File: src/rtl/buzzer_pkg.sv
// Shared types and constants for the melody sequencer.
// Half-period counts assume a 50 MHz clock.
package buzzer_pkg;

  typedef struct packed {
    logic [19:0] speed;
    logic [11:0] dur;
  } note_t;

  typedef enum logic [2:0] {
    IDLE = 3'd0,
    LOAD = 3'd1,
    PLAY = 3'd2,
    GAP  = 3'd3,
    END  = 3'd4
  } state_t;

  localparam logic [19:0] NOTE_G4 = 20'd63776;
  localparam logic [19:0] NOTE_A4 = 20'd56818;
  localparam logic [19:0] NOTE_B4 = 20'd50619;
  localparam logic [19:0] NOTE_C5 = 20'd47778;
  localparam logic [19:0] NOTE_D5 = 20'd42566;
  localparam logic [19:0] NOTE_E5 = 20'd37921;
  localparam logic [19:0] REST    = 20'd0;

  localparam note_t DEFAULT_MELODY [8] = '{
    '{NOTE_C5, 12'd250},
    '{NOTE_E5, 12'd250},
    '{NOTE_D5, 12'd250},
    '{REST,    12'd125},
    '{NOTE_A4, 12'd250},
    '{NOTE_B4, 12'd250},
    '{NOTE_G4, 12'd500},
    '{REST,    12'd0}
  };

endpackage

File: src/rtl/tick_gen.sv
// Free-running prescaler producing one tick every CLK_HZ/TICK_HZ
// cycles; clear restarts the count so a tick period begins cleanly.
module tick_gen #(
  parameter int CLK_HZ  = 50_000_000,
  parameter int TICK_HZ = 1000
) (
  input  logic clk,
  input  logic reset,
  input  logic clear,
  output logic tick
);

  localparam int DIV = CLK_HZ / TICK_HZ;
  localparam int W   = (DIV < 2) ? 1 : $clog2(DIV);

  generate
    if (DIV < 2) begin : g_bad_ratio
      $error("tick_gen: CLK_HZ/TICK_HZ must be at least 2");
    end
  endgenerate

  logic [W-1:0] cnt;

  assign tick = (cnt == W'(DIV - 1));

  always_ff @(posedge clk) begin
    if (reset || clear || tick) cnt <= '0;
    else                        cnt <= cnt + W'(1);
  end

endmodule

File: src/rtl/buzzer_sequencer.sv
// Steps through a note table, driving the buzzer divider speed
// and enable, with a silent gap after every note or rest.
module buzzer_sequencer
  import buzzer_pkg::*;
#(
  parameter int    CLK_HZ    = 50_000_000,
  parameter int    TICK_HZ   = 1000,
  parameter int    GAP_TICKS = 20,
  parameter int    NUM_NOTES = 8,
  parameter note_t MELODY [NUM_NOTES] = DEFAULT_MELODY
) (
  input  logic                         clk,
  input  logic                         reset,
  input  logic                         start,
  input  logic                         stop,
  input  logic                         loop,
  output logic [19:0]                  speed,
  output logic                         buzz_en,
  output logic                         busy,
  output logic                         done,
  output logic [$clog2(NUM_NOTES)-1:0] note_idx
);

  localparam int IW = $clog2(NUM_NOTES);

  state_t      state;
  state_t      nxt;
  note_t       cur;
  logic [19:0] spd_q;
  logic [19:0] spd_n;
  logic [11:0] cnt;
  logic        tick;
  logic        clear;
  logic        expire;
  logic        last;
  logic        wrap;

  tick_gen #(
    .CLK_HZ  (CLK_HZ),
    .TICK_HZ (TICK_HZ)
  ) u_tick (
    .clk   (clk),
    .reset (reset),
    .clear (clear),
    .tick  (tick)
  );

  assign cur    = MELODY[note_idx];
  assign last   = (note_idx == IW'(NUM_NOTES - 1));
  // A zero countdown (GAP_TICKS == 0) expires without waiting a tick.
  assign expire = (cnt == 12'd0) || (cnt == 12'd1 && tick);
  assign spd_n  = (state == LOAD) ? cur.speed : spd_q;
  assign wrap   = loop && ((state == LOAD && cur.dur == 12'd0) ||
                           (state == GAP && expire && last));

  always_comb begin
    nxt   = state;
    clear = 1'b0;
    unique case (state)
      IDLE: if (start) nxt = LOAD;
      LOAD: begin
        clear = 1'b1;
        if (cur.dur == 12'd0) nxt = loop ? LOAD : END;
        else                  nxt = PLAY;
      end
      PLAY: if (expire) begin
        nxt   = GAP;
        clear = 1'b1;
      end
      GAP:  if (expire) nxt = (last && !loop) ? END : LOAD;
      END:  nxt = IDLE;
      default: nxt = IDLE;
    endcase
    if (stop) nxt = IDLE;
  end

  always_ff @(posedge clk) begin
    if (reset) begin
      state    <= IDLE;
      note_idx <= '0;
      cnt      <= '0;
      spd_q    <= '0;
      speed    <= '0;
      buzz_en  <= 1'b0;
      busy     <= 1'b0;
      done     <= 1'b0;
    end else begin
      state   <= nxt;
      speed   <= (nxt == PLAY) ? spd_n : 20'd0;
      buzz_en <= (nxt == PLAY) && (spd_n != 20'd0);
      busy    <= (nxt == LOAD) || (nxt == PLAY) || (nxt == GAP);
      done    <= (nxt == END);

      if (state == LOAD) spd_q <= cur.speed;

      if (state == LOAD)                 cnt <= cur.dur;
      else if (state == PLAY && expire)  cnt <= 12'(GAP_TICKS);
      else if (tick && cnt != 12'd0)     cnt <= cnt - 12'd1;

      if (nxt == IDLE)                           note_idx <= '0;
      else if (wrap)                             note_idx <= '0;
      else if (state == GAP && expire && !last)  note_idx <= note_idx + IW'(1);
    end
  end

endmodule

File: config.mk
export PLATFORM = sky130hd
export DESIGN_NAME = buzzer_sequencer
export DESIGN_NICKNAME = d
export VERILOG_FILES = /design/src/rtl/buzzer_pkg.sv /design/src/rtl/tick_gen.sv /design/src/rtl/buzzer_sequencer.sv
export SDC_FILE = /design/constraint.sdc
export NUM_CORES = 1
export LEC_CHECK = 0
export BUFFER_PORTS_ARGS = -buffer_cell sky130_fd_sc_hd__buf_2
export CAP_MARGIN = 5
export CELL_PAD_IN_SITES_DETAIL_PLACEMENT = 2
export CELL_PAD_IN_SITES_GLOBAL_PLACEMENT = 2
export CORE_ASPECT_RATIO = 1.4
export CORE_MARGIN = 2
export CORE_UTILIZATION = 33
export CTS_CLUSTER_SIZE = 12
export DETAILED_ROUTE_END_ITERATION = 12
export GPL_ROUTABILITY_DRIVEN = 0
export PLACE_DENSITY_LB_ADDON = 0.1
export SETUP_SLACK_MARGIN = 0.2
export SYNTH_ARGS = -nofsm -noshare
export SYNTH_HDL_FRONTEND = slang
export SYNTH_SLANG_ARGS = --single-unit
File: constraint.sdc
create_clock -name clk -period 1.89 [get_ports clk]
set_input_delay 0.189 -clock clk [delete_from_list [all_inputs] [get_ports clk]]
set_output_delay 0.189 -clock clk [all_outputs]
set_load 0.01 [all_outputs]
==> reports/qor.csv, run 1 <==
metric,value,unit
num_vias,3601,
violations,setup timing,
fp.dieW,89.64,microns
slew_violations,0,
ys_types,59,
ys_ff_latch,77,
core_area,0.009953,sq mm
fin_skew,5.299,ps
netlist_instances,386,
cts_inserted_buffers,9,
antenna_found_initial,0,
clock-sinks,77,
grt_usage,24.17,%
p_leak,2.074,nW
r2r_start,state[1]$_SDFF_PP0_,
post-place-ws,-61.84,ps
slowest_delay,490,ps
synth_edf_count,0,
final_common_cell,buf_4,
drc_errors,0,
drtPass1Iterations,4,
setup_viol,36,
critical-path-top-delay-family,compound AO/OA/AOI/OAI gates,
grt_pass1_wl,19930,microns
die_y,123.9,microns
hold_buffers,0,
hold_path.class,in -> reg,
status,"complete, but fails checks",
viasPerCell,5.635,
cp-endpoint,cnt[0]$_SDFFE_PP0P_,
drt-total-wl,16530,microns
fin_nets,515,
row_count,43,
worstPathArrival,2280,ps
async_flop_share,0,%
yosysSeqAreaShare,45.49,%
cp.required,2120,ps
maxCapViolations,0,
die-area,0.01111,sq mm
hold_violations,0,
syn-cell-area,0.003388,sq mm
cp-start-kind,register,
diodes,0,
max_freq,0.4890,GHz
post-route-period-util,108.2,%
antenna_left,0,
startpoint,state[1]$_SDFF_PP0_,
setup_ws,-155.1,ps
critPathKind,reg -> reg,
cts-root-buf,clkbuf_16,
min_period,2045,ps
port_buffers,30,
ios,31,
syn_to_final_growth,53.99,%
grt_overflow,0,
ff2ff_path_depth,7,
critPathBufInv,2,
worst-path-max-fanout,6,
crit_chain,"nor3b_1, buf_4, nand4_1, buf_4, o211a_4, a22oi_2, a211oi_2",
nFillCells,1051,
avgRoutedWirePerCell,25.87,microns
most-common-layout-cells,"73 x buf_4, 68 x nor2_1, 66 x dfxtp_1",
drive_gt1_share,45.24,%
synth_fp_nets,402,
cts_tree,done,
cp.depth,7,
crit_path_end_kind,register,
rsz0062_at_grt,true,
synth_top_flop_cell,dfxtp_1,
ys_warn_count,0,
tightestPinTransition,495.8,ps
drtIter0Drc,140,
slowest_stage,dfxtp_1,
holdWs,111.8,ps
timing.rr.end,cnt[0]$_SDFFE_PP0P_,
slew_headroom,66.69,%
htree_levels,3,
grt_pass1_vias,3726,
ir_drop,0.5088,mV
cp_common_cell,buf_4,
clk_latency,350,ps
clk_pin_slew,70,ps
p_per_area,839.7,mW/mm^2
cts_buffer_depth,2,
avgSynthCellArea,8.778,sq um
place.detailed.hpwl,8211,microns
start_util,34.04,%
grt_start_max_net_pins,34,
rrSetupSlack,-160,ps
==> layout make-up <==
class / count / area (sq um) / share of cell area [%]
flip-flops and latches: 77 / 1565 / 30.00
inverters: 10 / 42.54 / 0.8153
clock inverters: 7 / 82.58 / 1.583
multi-input cells: 280 / 2192 / 42.01
well taps: 135 / 168.9 / 3.237
repair buffers: 121 / 940.9 / 18.03
clock buffers: 9 / 225.2 / 4.317
==> where the power goes <==
part           internal [mW]  switching [mW]
clock                   1.05           0.815
sequential              1.65          0.0441
combinational          0.386           0.433
==> cell usage after synthesis (5+ instances only) <==
cell	count	area share (%)
nand4_1	9	1.7
inv_1	10	1.1
a211oi_1	5	1.1
xor2_1	8	2.1
and3_1	9	1.7
ha_1	11	4.1
clkbuf_1	11	1.2
a21oi_1	26	3.8
o21ai_0	10	1.5
nand2_1	22	2.4
dfxtp_1	77	45
nor2_1	75	8.3
xnor2_1	7	1.8
nand2b_1	5	0.92
nor4_1	6	1.1
buf_2	5	0.74
nor3_1	8	1.2
nor3b_1	6	1.3
nand3_1	15	2.2
or4_1	6	1.3
==> what timing repair did <==
action / in CTS / in global routing
pin swaps: 15 / 29
gates resized for setup: 42 / 73
gates cloned: 0 / 1
endpoints found under the setup margin: 49 / 61
buffers inserted: 10 / 20
==> logic make-up (layout without fill, tap and decap cells) <==
family / after synthesis / after routing / synth area share (%)
fa+ha+maj: 11 / 11 / 4.062
buf+inv: 29 / 147 / 3.951
simple gates: 183 / 183 / 28.69
mux: 2 / 2 / 0.5909
compound gates: 69 / 69 / 13.33
flops: 77 / 77 / 45.49
xor+xnor: 15 / 15 / 3.878
==> flip-flops by register name (all words and copies together), names as in the netlist <==
signal      cells
buzz_en         1
u_tick.cnt     16
spd_q          20
state           3
note_idx        3
busy            1
done            1
speed          20
cnt            12
==> worst min-delay path by stage <==
stage,startpoint,cells after the start,endpoint
after floorplan,loop,1,done$_SDFF_PP0_
after global placement,loop,2,done$_SDFF_PP0_
after detailed placement,loop,2,done$_SDFF_PP0_
after CTS,loop,2,done$_SDFF_PP0_
after global routing,loop,2,done$_SDFF_PP0_
final,loop,2,done$_SDFF_PP0_
==> routing by layer <==
| layer | wire [microns] | global-route usage [%] | up-vias |
|---|---|---|---|
| met5 | 0 | 0 | - |
| met3 | 374 | 2.584 | 55 |
| met1 | 6081 | 24.24 | 1845 |
| met2 | 9295 | 46.51 | 102 |
| met4 | 783 | 13.53 | 0 |
| li1 | - | - | 1599 |
==> through the flow <==
step	cell area (sq um)	cells	setup TNS, ps	power, mW	utilization (%)
CTS	4697	618	0	4.106	47.19
finish	5218	639	-3523	4.381	52.42
global route	5218	639	-6912	4.498	52.42
global placement	4140	592	0	2.169	41.60
detailed placement	4140	592	-99.24	2.188	41.60
floorplan	3431	386	0	1.989	-
No activity file was read; power rests on OpenSTA's default activity.
==> run 2: changes to the inputs <==
- CORE_ASPECT_RATIO: 1.4 -> unset
==> reports/qor.csv, run 2 (synthesis gave the netlist of run 1 again) <==
metric,value,unit
grt_pass1_wl,19060,microns
grt_pass1_vias,3498,
syn_to_final_growth,43.80,%
final_common_cell,dfxtp_1,
grt_usage,22.07,%
avgRoutedWirePerCell,21.43,microns
violations,setup timing,
switching_share,29.34,%
fin_nets,500,
die_y,105.3,microns
num_vias,3311,
fp.dieW,105.3,microns
maxCapViolations,0,
hold_path.class,in -> reg,
post-place-ws,-47.24,ps
p_leak,1.925,nW
drc_errors,0,
drive_gt1_share,41.72,%
cp-endpoint,buzz_en$_SDFF_PP0_,
max_freq,0.5127,GHz
core_area,0.009864,sq mm
drt-total-wl,13350,microns
clk_pin_slew,90,ps
crit_path_end_kind,register,
cp.required,2180,ps
pwr-share-clk,35.4,%
most-common-layout-cells,"64 x dfxtp_1, 63 x nor2_1, 63 x buf_4",
grt_overflow,0,
timing.rr.end,buzz_en$_SDFF_PP0_,
fin_skew,8.513,ps
antenna_left,0,
htree_levels,3,
ff2ff_path_depth,9,
p_seq_share,46.5,%
placed_cell_area,0.004130,sq mm
p_per_area,748.2,mW/mm^2
worst-path-max-fanout,6,
p_comb_share,18.1,%
p_int,2.576,mW
post-route-period-util,103.2,%
holdWs,56.83,ps
cts_tree,done,
clock-sinks,77,
antenna_found_initial,1,
drtPass1Iterations,4,
slowest_stage,dfxtp_4,
r2r_start,cnt[0]$_SDFFE_PP0P_,
slew_violations,0,
setup_ws,-60.41,ps
viasPerCell,5.315,
tightestPinTransition,532.2,ps
critPathKind,reg -> reg,
ir_drop,0.4696,mV
status,"complete, but fails checks",
tns,-700.6,ps
rrSetupSlack,-60,ps
cp-start-kind,register,
setup_viol,22,
start_util,34.35,%
reg_top3,"spd_q: 20 flops, speed: 20 flops, u_tick.cnt: 16 flops",
cts_inserted_buffers,9,
worstPathArrival,2240,ps
clk_latency,370,ps
grt_start_max_net_pins,27,
slowest_delay,410,ps
min_period,1950,ps
min_path_cells,2,
p_sw,1.070,mW
place.detailed.hpwl,7669,microns
hp-start,loop,
port_buffers,30,
ios,31,
rsz0062_at_grt,true,
slew_headroom,64.19,%
drtIter0Drc,70,
cts_buffer_depth,2,
row_count,36,
hold_violations,0,
die-area,0.01109,sq mm
cts-root-buf,clkbuf_8,
startpoint,cnt[0]$_SDFFE_PP0P_,
design_area,0.004872,sq mm
crit_chain,"inv_4, ha_4, nor4b_4, nand4_1, o21ai_1, buf_4, or3_4, buf_12, a41oi_1",
==> run 2: cell count changes in the layout (fill, tap and decap cells not counted), moves of 3 or more <==
| cell | before | now |
|---|---|---|
| clkbuf_8 | 0 | 9 |
| dfxtp_2 | 7 | 10 |
| nor2_1 | 68 | 63 |
| nor2_4 | 2 | 5 |
| nor4_1 | 2 | 5 |
| clkbuf_16 | 10 | 2 |
| a211oi_2 | 5 | 2 |
| buf_6 | 14 | 8 |
| buf_4 | 73 | 63 |
==> run 2: through the flow <==
step / total power, mW / cells / util, %
after floorplan: 1.989 / 386 / -
after global placement: 2.161 / 589 / 41.87
after detailed placement: 2.176 / 589 / 41.87
after CTS: 3.541 / 613 / 46.26
after global routing: 3.797 / 622 / 49.37
final: 3.645 / 623 / 49.39
==> run 2: layer usage <==
layer	global-route usage (%)	vias to the layer above	routed length, microns
met5	0	-	0
met4	7.714	0	262
met3	4.947	19	425
met2	35.67	60	6663
met1	28.90	1667	5997
li1	-	1565	-
==> run 2: layout make-up <==
class                   instances  area, sq um
clock inverters                 5        58.81
multi-input cells             280         2082
inverters                      10        42.54
repair buffers                106        823.3
flip-flops and latches         77         1565
diodes                          1        2.502
fillers                      1048         4992
well taps                     133        166.4
clock buffers                  11        131.4
==> run 2: timing repair <==
item | in CTS | in global routing
setup endpoints to repair | 51 | 58
setup buffers | 8 | 7
gates cloned | 0 | 2
pin swaps | 23 | 14
resized for setup | 45 | 51
hold buffers | 0 | 0
==> run 2: worst max-delay path: cells and delay by family (launching register included) <==
family	cells	cell delay, ps
buffers and inverters	3	390
DFF	1	410
adders and majority gates	1	160
AOI/OAI and AO/OA	2	250
and+or+nand+nor	3	660
==> run 2: worst min-delay path by stage <==
stage                                 end
after floorplan           done$_SDFF_PP0_
after global placement    done$_SDFF_PP0_
after detailed placement  done$_SDFF_PP0_
after CTS                 done$_SDFF_PP0_
after global routing      done$_SDFF_PP0_
final                     done$_SDFF_PP0_
==> run 2: power groups by stage <==
stage | Sequential [mW] | Clock (mW) | Combinational, mW
global placement | 1.72 | 0 | 0.436
finish | 1.69 | 1.29 | 0.661
detailed placement | 1.73 | 0 | 0.448
floorplan | 1.73 | 0 | 0.263
CTS | 1.69 | 1.32 | 0.535
global route | 1.70 | 1.39 | 0.704
